## config.mk

```make
export PLATFORM = sky130hd
export DESIGN_NAME = mem_port_arbiter
export DESIGN_NICKNAME = d
export VERILOG_FILES = /design/src/rtl/mem_port_arbiter.sv
export SDC_FILE = /design/constraint.sdc
export NUM_CORES = 1
export LEC_CHECK = 0
export ABC_CLOCK_PERIOD_IN_PS = 2000
export BUFFER_PORTS_ARGS = -buffer_cell sky130_fd_sc_hd__buf_4
export CORE_AREA = 3 3 106 108
export DETAILED_ROUTE_END_ITERATION = 8
export DIE_AREA = 0 0 109 111
export GPL_TIMING_DRIVEN = 0
export PLACE_DENSITY_LB_ADDON = 0.12
export SYNTH_ARGS = -nofsm -noshare
export SYNTH_HDL_FRONTEND = slang
export SYNTH_SLANG_ARGS = --single-unit
```

## constraint.sdc

```tcl
create_clock -name clk -period 2 [get_ports clk]
set_clock_uncertainty 0.15 [all_clocks]
set_input_delay 0.2 -clock clk [delete_from_list [all_inputs] [get_ports clk]]
set_output_delay 0.2 -clock clk [all_outputs]
set_load 0.01 [all_outputs]
```

## src/rtl/mem_port_arbiter.sv

```systemverilog
// Arbitrates one single-port, byte-addressed memory between the CPU fetch (I)
// and load/store (D) ports: D wins, a starvation counter forces fetch through.
module mem_port_arbiter #(
  parameter int ADDR_W    = 32,
  parameter int DATA_W    = 32,
  parameter int MAX_IWAIT = 3
) (
  input  logic              clk,
  input  logic              reset,
  input  logic              i_req,
  input  logic [ADDR_W-1:0] i_addr,
  output logic              i_ready,
  output logic              i_rvalid,
  output logic [DATA_W-1:0] i_rdata,
  input  logic              d_req,
  input  logic [2:0]        d_fn,
  input  logic [ADDR_W-1:0] d_addr,
  input  logic [DATA_W-1:0] d_wdata,
  output logic              d_ready,
  output logic              d_rvalid,
  output logic [DATA_W-1:0] d_rdata,
  output logic              d_err,
  output logic              m_en,
  output logic              m_we,
  output logic [2:0]        m_fn,
  output logic [ADDR_W-1:0] m_addr,
  output logic [DATA_W-1:0] m_wdata,
  input  logic [DATA_W-1:0] m_rdata,
  output logic [1:0]        dbg_owner,
  output logic [3:0]        dbg_iwait_cnt
);

  localparam logic [2:0] MEM_LB  = 3'd0;
  localparam logic [2:0] MEM_LH  = 3'd1;
  localparam logic [2:0] MEM_LW  = 3'd2;
  localparam logic [2:0] MEM_SB  = 3'd3;
  localparam logic [2:0] MEM_LBU = 3'd4;
  localparam logic [2:0] MEM_LHU = 3'd5;
  localparam logic [2:0] MEM_SH  = 3'd6;
  localparam logic [2:0] MEM_SW  = 3'd7;

  localparam logic [3:0] IWAIT_LIMIT = 4'(MAX_IWAIT);

  // Read-return owner: which port receives m_rdata in the current cycle.
  typedef enum logic [1:0] {
    OWN_NONE = 2'd0,
    OWN_I    = 2'd1,
    OWN_D    = 2'd2
  } owner_t;

  owner_t     owner, owner_next;
  logic [3:0] i_wait_cnt, i_wait_next;
  logic       err_q, err_next;

  logic starve;
  logic grant_i;
  logic grant_d;
  logic d_misaligned;
  logic d_store;
  logic issue_d;

  // Handshake: a port holds req and its fields stable until it sees ready=1;
  // ready is combinational in the grant cycle and the request is consumed on
  // that rising edge. Read data comes back exactly one cycle after issue.

  always_comb begin
    d_misaligned = 1'b0;
    case (d_fn)
      MEM_LW, MEM_SW:          d_misaligned = (d_addr[1:0] != 2'b00);
      MEM_LH, MEM_LHU, MEM_SH: d_misaligned = d_addr[0];
      default:                 d_misaligned = 1'b0;
    endcase
  end

  assign d_store = (d_fn == MEM_SB) || (d_fn == MEM_SH) || (d_fn == MEM_SW);

  always_comb begin
    starve  = (i_wait_cnt == IWAIT_LIMIT);
    grant_i = !reset && i_req && (starve || !d_req);
    grant_d = !reset && d_req && !grant_i;
    issue_d = grant_d && !d_misaligned;
  end

  // State register.
  always_ff @(posedge clk) begin
    if (reset) begin
      owner      <= OWN_NONE;
      i_wait_cnt <= 4'd0;
      err_q      <= 1'b0;
    end else begin
      owner      <= owner_next;
      i_wait_cnt <= i_wait_next;
      err_q      <= err_next;
    end
  end

  // Next-state logic.
  always_comb begin
    owner_next  = OWN_NONE;
    i_wait_next = i_wait_cnt;
    err_next    = grant_d && d_misaligned;

    if (grant_i) begin
      owner_next = OWN_I;
    end else if (issue_d && !d_store) begin
      owner_next = OWN_D;
    end

    // A denied fetch ages toward a forced grant; saturating keeps it forced.
    if (!i_req || grant_i) begin
      i_wait_next = 4'd0;
    end else if (i_wait_cnt != IWAIT_LIMIT) begin
      i_wait_next = i_wait_cnt + 4'd1;
    end
  end

  // Output logic.
  always_comb begin
    i_ready  = grant_i;
    d_ready  = grant_d;

    m_en     = grant_i || issue_d;
    m_we     = issue_d && d_store;
    m_fn     = 3'd0;
    m_addr   = '0;
    m_wdata  = '0;
    if (grant_i) begin
      m_fn   = MEM_LW;
      m_addr = i_addr;
    end else if (grant_d) begin
      m_fn    = d_fn;
      m_addr  = d_addr;
      m_wdata = d_wdata;
    end

    // Returns and errors are masked during reset so a dropped read is silent.
    i_rvalid = !reset && (owner == OWN_I);
    d_rvalid = !reset && (owner == OWN_D);
    i_rdata  = i_rvalid ? m_rdata : '0;
    d_rdata  = d_rvalid ? m_rdata : '0;
    d_err    = !reset && err_q;

    dbg_owner     = owner;
    dbg_iwait_cnt = i_wait_cnt;
  end

endmodule

```

* Word-level counts from Yosys, hierarchy flattened
Cells that the tools add are included.
** Operators by class
- Add/sub/neg operators :: 1
- Multiply operators :: 0
- Divide/modulo/power cells :: 0
- Order comparisons :: 0
- Equal/unequal tests :: 10
- Shift operators :: 0
- Mux-type cells :: 11
- Bitwise gates (word level) :: 0
- Reductions and logical operators :: 27
** Operators with widths (number)
- $mux W32 :: 6
- $logic_and A1 B1 Y1 :: 11
- $eq A3 B3 Y1 const B :: 3
- $eq A3 B2 Y1 const B :: 2
- $logic_not A1 Y1 :: 6
- $mux W3 :: 2
- $reduce_or A2 Y1 :: 3
- $logic_or A1 B1 Y1 :: 5
- $add A4 B1 Y4 const B :: 1
- $eq A4 B2 Y1 const B :: 1
- $ne A4 B2 Y1 const B :: 1
- $eq A3 B1 Y1 const B :: 1
- $reduce_or A3 Y1 :: 1
- $eq A2 B1 Y1 const B :: 1
- $eq A2 B2 Y1 const B :: 1
- $mux W2 :: 1
- $pmux W1 S2 :: 1
- $reduce_bool A2 Y1 :: 1
- $mux W1 :: 1
** Word-level totals
- Flip-flop bits (word level) :: 7
- Latch bits :: 0
- RAM bits :: 0
- Bits in read-only memories :: 0
- Bits of input ports :: 135
- Memories :: 0

* Longest topological paths before layout
Gate-level depths: netlist of the first run.
- Depth after elaboration :: 9
- Depth in mapped cells :: 5

* Worst setup path before layout of the first run
Ideal clock, no wire load.
- Path kind :: register to output
- Start :: register i_wait_cnt[0] (netlist: dbg_iwait_cnt[0])
- End :: output m_addr[24]
- Arrival :: 1.444 ns
- Data required time :: 1.650 ns
- Setup slack :: 0.206 ns
- Stages on the path, launching flop included :: 6
- Buffers on the path :: 1
- Cell sequence :: dfxtp_1 -> ha_1 -> nand2_1 -> a21oi_4 -> buf_2 -> a22o_1
** On the way
- Cells in the longest elaborated chain, start to end :: 7
** Ends and longest elaborated chain
- start: declaration :: line 52 : logic [3:0] i_wait_cnt, i_wait_next;
- start signal: assignment :: line 92 : i_wait_cnt <= i_wait_next;
- $eq A4 B2 Y1 (*) :: line 78 : starve = (i_wait_cnt == IWAIT_LIMIT);
- $logic_or A1 B1 Y1 (*) :: line 79 : grant_i = !reset && i_req && (starve || !d_req);
- $logic_and A1 B1 Y1 (*) :: line 79
- via i_ready :: line 12 : output logic i_ready,
- $logic_not A1 Y1 :: line 80 : grant_d = !reset && d_req && !grant_i;
- $logic_and A1 B1 Y1 :: line 80
- $mux W32 :: line 130 : end else if (grant_d) begin
- $mux W32 (*) :: line 127 : if (grant_i) begin
- end: declaration :: line 26 : output logic [ADDR_W-1:0] m_addr,
Mark *: on every way through the listed nets, which the timed path passes. The rest lies on a longest branch.

* Final worst setup path of the first run
- Start :: register i_wait_cnt[0] (netlist: dbg_iwait_cnt[0])
- End :: output m_addr[4]
** On the way
- Cells in the longest elaborated chain, start to end :: 7
** Ends and longest elaborated chain (line)
- $eq A4 B2 Y1 (*) :: 78
- $logic_or A1 B1 Y1 (*) :: 79
- $logic_and A1 B1 Y1 (*) :: 79
- $logic_not A1 Y1 :: 80
- $logic_and A1 B1 Y1 :: 80
- $mux W32 :: 130
- $mux W32 (*) :: 127
Mark *: on every way between the ends. The rest lies on a longest branch, timed or not.

==> results of run 1 <==
cells in the final DEF, fill, tap and decap left out, drive strengths merged:
cell and n:
a21o 1, a21oi 4, a22o 32, a311oi 1
and2 98, and3b 1, buf 300, clkbuf 13
dfxtp 7, ha 1, inv 2, mux2 1
nand2 2, nand2b 3, nand3 2, nor2 7
nor2b 2, nor3b 2, nor4b 1, o21ai 1
o31ai 1, xor2 1
cell usage after synthesis (all sizes together):
cell type	instances	area, µm²
and2	98	613.1
a22o	32	280.3
clkbuf	9	33.78
buf	7	43.79
dfxtp	7	140.1
nor2	7	28.78
a21oi	4	31.28
nand2b	3	18.77
inv	2	7.500
nand2	2	7.510
nand3	2	10.01
nor2b	2	12.51
nor3b	2	20.02
a21o	1	7.510
a311oi	1	26.28
and3b	1	8.760
ha	1	12.51
mux2	1	11.26
nor4b	1	15.01
o21ai	1	5.000
o31ai	1	7.510
xor2	1	8.760
what timing repair did:
action                     CTS  global route
hold endpoints to repair     0             0
gates cloned                 2             1
setup endpoints to repair  101           126
pin swaps                   10             7
buffers inserted            14             0
gates resized for setup     38            20
cell families (layout without fill, tap and decap cells):
kind of cell	Yosys count	in the layout	share of synthesized area (%)
simple gates	118	118	54.40
compound gates	40	40	26.51
buf+inv	18	315	6.301
flops	7	7	10.38
fa+ha+maj	1	1	0.9266
xor+xnor	1	1	0.6489
mux	1	1	0.8340
per-layer routing:
layer  part of all wire (%)  vias up  GRT usage [%]
li1                       -     1225              -
met3                     13        2          3.436
met5                      0        -              0
met1                     29     1085          11.06
met2                     57      164          27.52
met4                   0.24        0          1.768
final cells by class:
| cell class | instances | area share, % |
|---|---|---|
| Sequential cell | 7 | 3.820 |
| Buffer | 15 | 3.100 |
| Timing Repair Buffer | 294 | 58.23 |
| Multi-Input combinational cell | 161 | 29.27 |
| Clock buffer | 4 | 1.127 |
| Inverter | 2 | 0.1879 |
| Tap cell | 136 | 4.258 |
through the flow:
| stage | power, mW | utilization [%] | cell area, µm² | hold slack (ns) |
|---|---|---|---|---|
| 2_1_floorplan | 0.3243 | - | 1350 | 0.1419 |
| 3_3_place_gp | 0.7086 | 34.94 | 3607 | 0.2781 |
| 3_5_place_dp | 0.7114 | 34.94 | 3607 | 0.2750 |
| 4_1_cts | 0.9792 | 38.46 | 3970 | 0.03785 |
| 5_1_grt | 1.030 | 38.71 | 3996 | 0.05466 |
| 6_report | 0.9625 | 38.71 | 3996 | 0.04555 |
power breakdown:
part,leakage [nW],switching (mW),internal (mW)
clock network,0.0228,0.0626,0.138
registers,0.0598,0.00325,0.140
logic,2.10,0.223,0.395
total,2.18,0.289,0.674
flip-flops by register name, indices dropped and copies added, names as in the netlist:
register / flops
dbg_iwait_cnt: 4
dbg_owner: 2
err_q: 1
path summary, 6_finish.rpt:
kind                              endpoint  slack (ns)  cells after the start
max reg2reg               err_q$_SDFF_PP0_        0.42                      6
max                              m_addr[4]       -0.06                      8
min reg2reg  dbg_iwait_cnt[0]$_SDFFE_PP0N_        0.38                      2
min                dbg_owner[0]$_SDFF_PP0_        0.05                      2
==> impl_metrics.csv, run 1 <==
group,metric,value,unit
status,status,"finished, violations left",
status,violations,"negative setup slack",
floorplanning,num_rows,37,
worst_setup_path,crit_top_cell,"buf_12",
final_layout,layout.nets,620,
worst_setup_path,arrival,1.71,ns
global_route,grt_pass1_vias,2482,
logic_synthesis,syn_nets,322,
floorplanning,core,10320,µm²
global_route,grt_pass1_wl,12.19,mm
logic_synthesis,avgSynthCellArea,7.258,µm²
route,drtIter0Drc,63,
run,maxCapViolCount,0,
sta,setup_violations,15,
placed_design,dp_cells,600,
sta,hold_viol,0,
worst_setup_path,slowest_stage,"dfxtp_4",
logic_synthesis,synthDistinctLibCells,28,
final_layout,diodes,0,
clock_tree,cts.htree.levels,1,
route,first_pass_iters,4,
sta,setup_slack,-0.05657,ns
placed_design,gp_congestion,0.7461,
floorplanning,die_y,111,µm
min_path,min_from,"d_req",
clock_tree,cts_sinks,7,
sta,min_period,2.057,ns
sta,fin_crit_sh,102.8,%
worst_setup_path,crit_start,"dbg_iwait_cnt[0]$_SDFFE_PP0N_",
sta,slew_violations,0,
logic_synthesis,ys_warn_count,0,
floorplanning,io_pins,279,
power,ir_drop,0.1505,mV
route,drc,0,
placed_design,place_worst_setup_slack,-0.1247,ns
sta,setup_tns,-0.5643,ns
clock_tree,postCtsHoldBufs,0,
logic_synthesis,yosys_register_bits,7,
route,vias_per_cell,4.000,
clock_tree,clockBufferDepth,2,
final_layout,multi_input_area,1170,µm²
logic_synthesis,netlist_area,1350,µm²
worst_setup_path,crit_family,"buffers and inverters",
floorplanning,die_area,12100,µm²
clock_tree,cts_buffers,3,
sta,max_freq,0.4862,GHz
sta,rsz0062_at_grt,"true",
power,p_leak,2.182,nW
final_layout,areaGrowthSynthToFinish,196.0,%
clock_tree,insertion_delay,0.23,ns
final_layout,layout.area.seq,152.6,µm²
clock_tree,cts_tree,"built",
worst_setup_path,crit_type,"register to primary output",
placed_design,dpl.hpwl,7.554,mm
worst_setup_path,crit_chain,"ha_4, a311oi_4, buf_4, buf_8, buf_12, buf_12, a22o_1, buf_6",
global_route,grt_max_degree,11,
worst_setup_path,slowest_delay,0.34,ns
worst_setup_path,crit_buf_inv,5,
global_route,antenna_found_initial,0,
sta,worstMarginPinSlew,0.3366,ns
route,vias,2476,
sta,relSlewSlack,77.56,%
route,wl_per_cell,13.96,µm
worst_setup_path,reg2reg_from,"dbg_iwait_cnt[0]$_SDFFE_PP0N_",
final_layout,layout.cells.non_filler,619,
floorplanning,dieWidth,109,µm
route,drt-total-wl,8.640,mm
placed_design,port_buffers,278,
global_route,overflow,0,
global_route,grt.total_usage,12.67,%
final_layout,fill_cells,1060,
floorplanning,start_util,13.08,%
clock_tree,cts_root_buf,"clkbuf_8",
worst_setup_path,critPathCaptureType,"primary output",
worst_setup_path,crit_path_start_kind,"register",
clock_tree,path_clk_slew,0.04,ns
logic_synthesis,synth-seq-area-share,10.38,%
power,power.density_cell_area,240.9,nW/µm²
logic_synthesis,syn-instance-count,186,
worst_setup_path,required,1.65,ns
min_path,worstHoldPathType,"input pin to register",
worst_setup_path,crit_fanout,6,
route,ant_nets,0,
final_layout,drive_above_1_share,67.08,%
(Power assumes the default switching activity.)
==> run 2: changes to the inputs <==
Settings changed: CTS_BUF_LIST from default to sky130_fd_sc_hd__clkbuf_4 sky130_fd_sc_hd__clkbuf_8.
==> impl_metrics.csv, run 2 (synthesis results as in run 1) <==
group,metric,value,unit
worst_setup_path,required,1.65,ns
floorplanning,num_rows,37,
global_route,grt_pass1_wl,12.15,mm
sta,min_period,2.058,ns
sta,setup_violations,15,
global_route,grt_pass1_vias,2463,
worst_setup_path,slowest_delay,0.34,ns
clock_tree,cts_sinks,7,
route,vias_per_cell,3.998,
route,first_pass_iters,4,
route,vias,2475,
clock_tree,cts_buffers,3,
route,ant_nets,0,
clock_tree,path_clk_slew,0.04,ns
final_layout,stdcell_area,4000,µm²
sta,whs,0.04516,ns
route,wl_met3,1.128,mm
floorplanning,die_area,12100,µm²
clock_tree,cts_root_buf,"clkbuf_8",
power,power.density_cell_area,243.7,nW/µm²
worst_setup_path,crit_start,"dbg_iwait_cnt[0]$_SDFFE_PP0N_",
sta,setup_tns,-0.5644,ns
sta,setup_slack,-0.05763,ns
worst_setup_path,crit_path_start_kind,"register",
run,maxCapViolCount,0,
global_route,grt.total_usage,12.64,%
placed_design,gp_congestion,0.7461,
status,status,"finished, violations left",
sta,worstMarginPinSlew,0.3366,ns
worst_setup_path,crit_top_cell,"buf_12",
clock_tree,postCtsHoldBufs,0,
worst_setup_path,crit_chain,"ha_4, a311oi_4, buf_4, buf_8, buf_12, buf_12, a22o_1, buf_6",
sta,fin_crit_sh,102.9,%
final_layout,layout_commonest_cell,"buf_4",
route,routedLengthMet1,2.528,mm
global_route,grt_max_degree,11,
worst_setup_path,reg2reg_from,"dbg_iwait_cnt[0]$_SDFFE_PP0N_",
route,wl_met2,4.959,mm
min_path,min_from,"d_req",
min_path,worstHoldPathType,"input pin to register",
power,p_leak,2.185,nW
final_layout,final_cell_mix,"278 x buf_4, 98 x and2_1, 32 x a22o_1",
global_route,overflow,0,
sta,hold_viol,0,
final_layout,fill_cells,1060,
route,wl_per_cell,13.95,µm
sta,slew_violations,0,
placed_design,dpl.hpwl,7.554,mm
route,drc,0,
sta,max_freq,0.4860,GHz
power,ir_drop,0.1491,mV
floorplanning,die_y,111,µm
sta,relSlewSlack,77.56,%
route,drt-total-wl,8.637,mm
clock_tree,insertion_delay,0.23,ns
clock_tree,cts_tree,"built",
floorplanning,dieWidth,109,µm
final_layout,layout.nets,620,
worst_setup_path,critPathCaptureType,"primary output",
final_layout,areaGrowthSynthToFinish,196.3,%
status,violations,"negative setup slack",
placed_design,place_worst_setup_slack,-0.1247,ns
worst_setup_path,crit_fanout,6,
sta,rsz0062_at_grt,"true",
route,drtIter0Drc,70,
floorplanning,core,10320,µm²
final_layout,drive_above_1_share,67.29,%
floorplanning,start_util,13.08,%
final_layout,largest_reg_flops,4,
placed_design,postPlaceCellArea,3607,µm²
worst_setup_path,slowest_stage,"dfxtp_4",
worst_setup_path,crit_type,"register to primary output",
clock_tree,clockBufferDepth,2,
worst_setup_path,arrival,1.71,ns
final_layout,diodes,0,
global_route,antenna_found_initial,0,
clock_tree,cts.htree.levels,1,
placed_design,port_buffers,278,
floorplanning,io_pins,279,
route,top_layer,"met4",
## run 2: cell types whose count changed in the layout (fill, tap and decap cells not counted)
| cell | delta |
|---|---|
| buf_1 | -1 |
| clkbuf_4 | +1 |
## run 2: final timing paths
check / endpoint / cells after the start / slack, ns
hold / removal: dbg_owner[0]$_SDFF_PP0_ / 2 / 0.05
setup reg to reg: err_q$_SDFF_PP0_ / 6 / 0.42
hold reg to reg: dbg_iwait_cnt[0]$_SDFFE_PP0N_ / 2 / 0.38
setup / recovery: m_addr[4] / 8 / -0.06
## run 2: cell type report
cell class / count / area (µm²) / area share, %
timing repair buffer: 294 / 2327 / 58.18
clock buffer: 4 / 48.80 / 1.220
tap: 136 / 170.2 / 4.254
multi-input combinational: 161 / 1170 / 29.25
inverter: 2 / 7.507 / 0.1877
sequential: 7 / 152.6 / 3.816
buffer: 15 / 123.9 / 3.097
## run 2: what timing repair did
item	4_1_cts	5_1_grt
pin swaps	10	7
buffers inserted	14	0
resized for setup	38	19
setup endpoints to repair	101	126
hold endpoints to repair	0	0
gates cloned	2	1
## run 2: report_power, final
group	internal, mW	total (mW)	switching (mW)	leakage [nW]
clock network	0.151	0.213	0.0615	0.0262
registers	0.140	0.144	0.00323	0.0598
logic	0.395	0.618	0.223	2.10
## run 2: per-stage QoR
| step | power (mW) | util, % | cells |
|---|---|---|---|
| floorplan | 0.3243 | - | 186 |
| global placement | 0.7086 | 34.94 | 600 |
| detailed placement | 0.7114 | 34.94 | 600 |
| CTS | 0.9922 | 38.49 | 620 |
| global route | 1.042 | 38.75 | 619 |
| finish | 0.9747 | 38.75 | 619 |
## run 2: per-layer routing
| layer | GRT usage [%] | vias to the layer above |
|---|---|---|
| met5 | 0 | - |
| met4 | 1.768 | 0 |
| met3 | 3.436 | 2 |
| met2 | 27.40 | 166 |
| met1 | 11.06 | 1082 |
| li1 | - | 1225 |
## run 2: critical path: cells and delay by family, from the launching register on
kind	cells	cell delay (ns)
fa+ha+maj	1	0.17
compound gates	2	0.36
flops	1	0.34
buf+inv	5	0.62
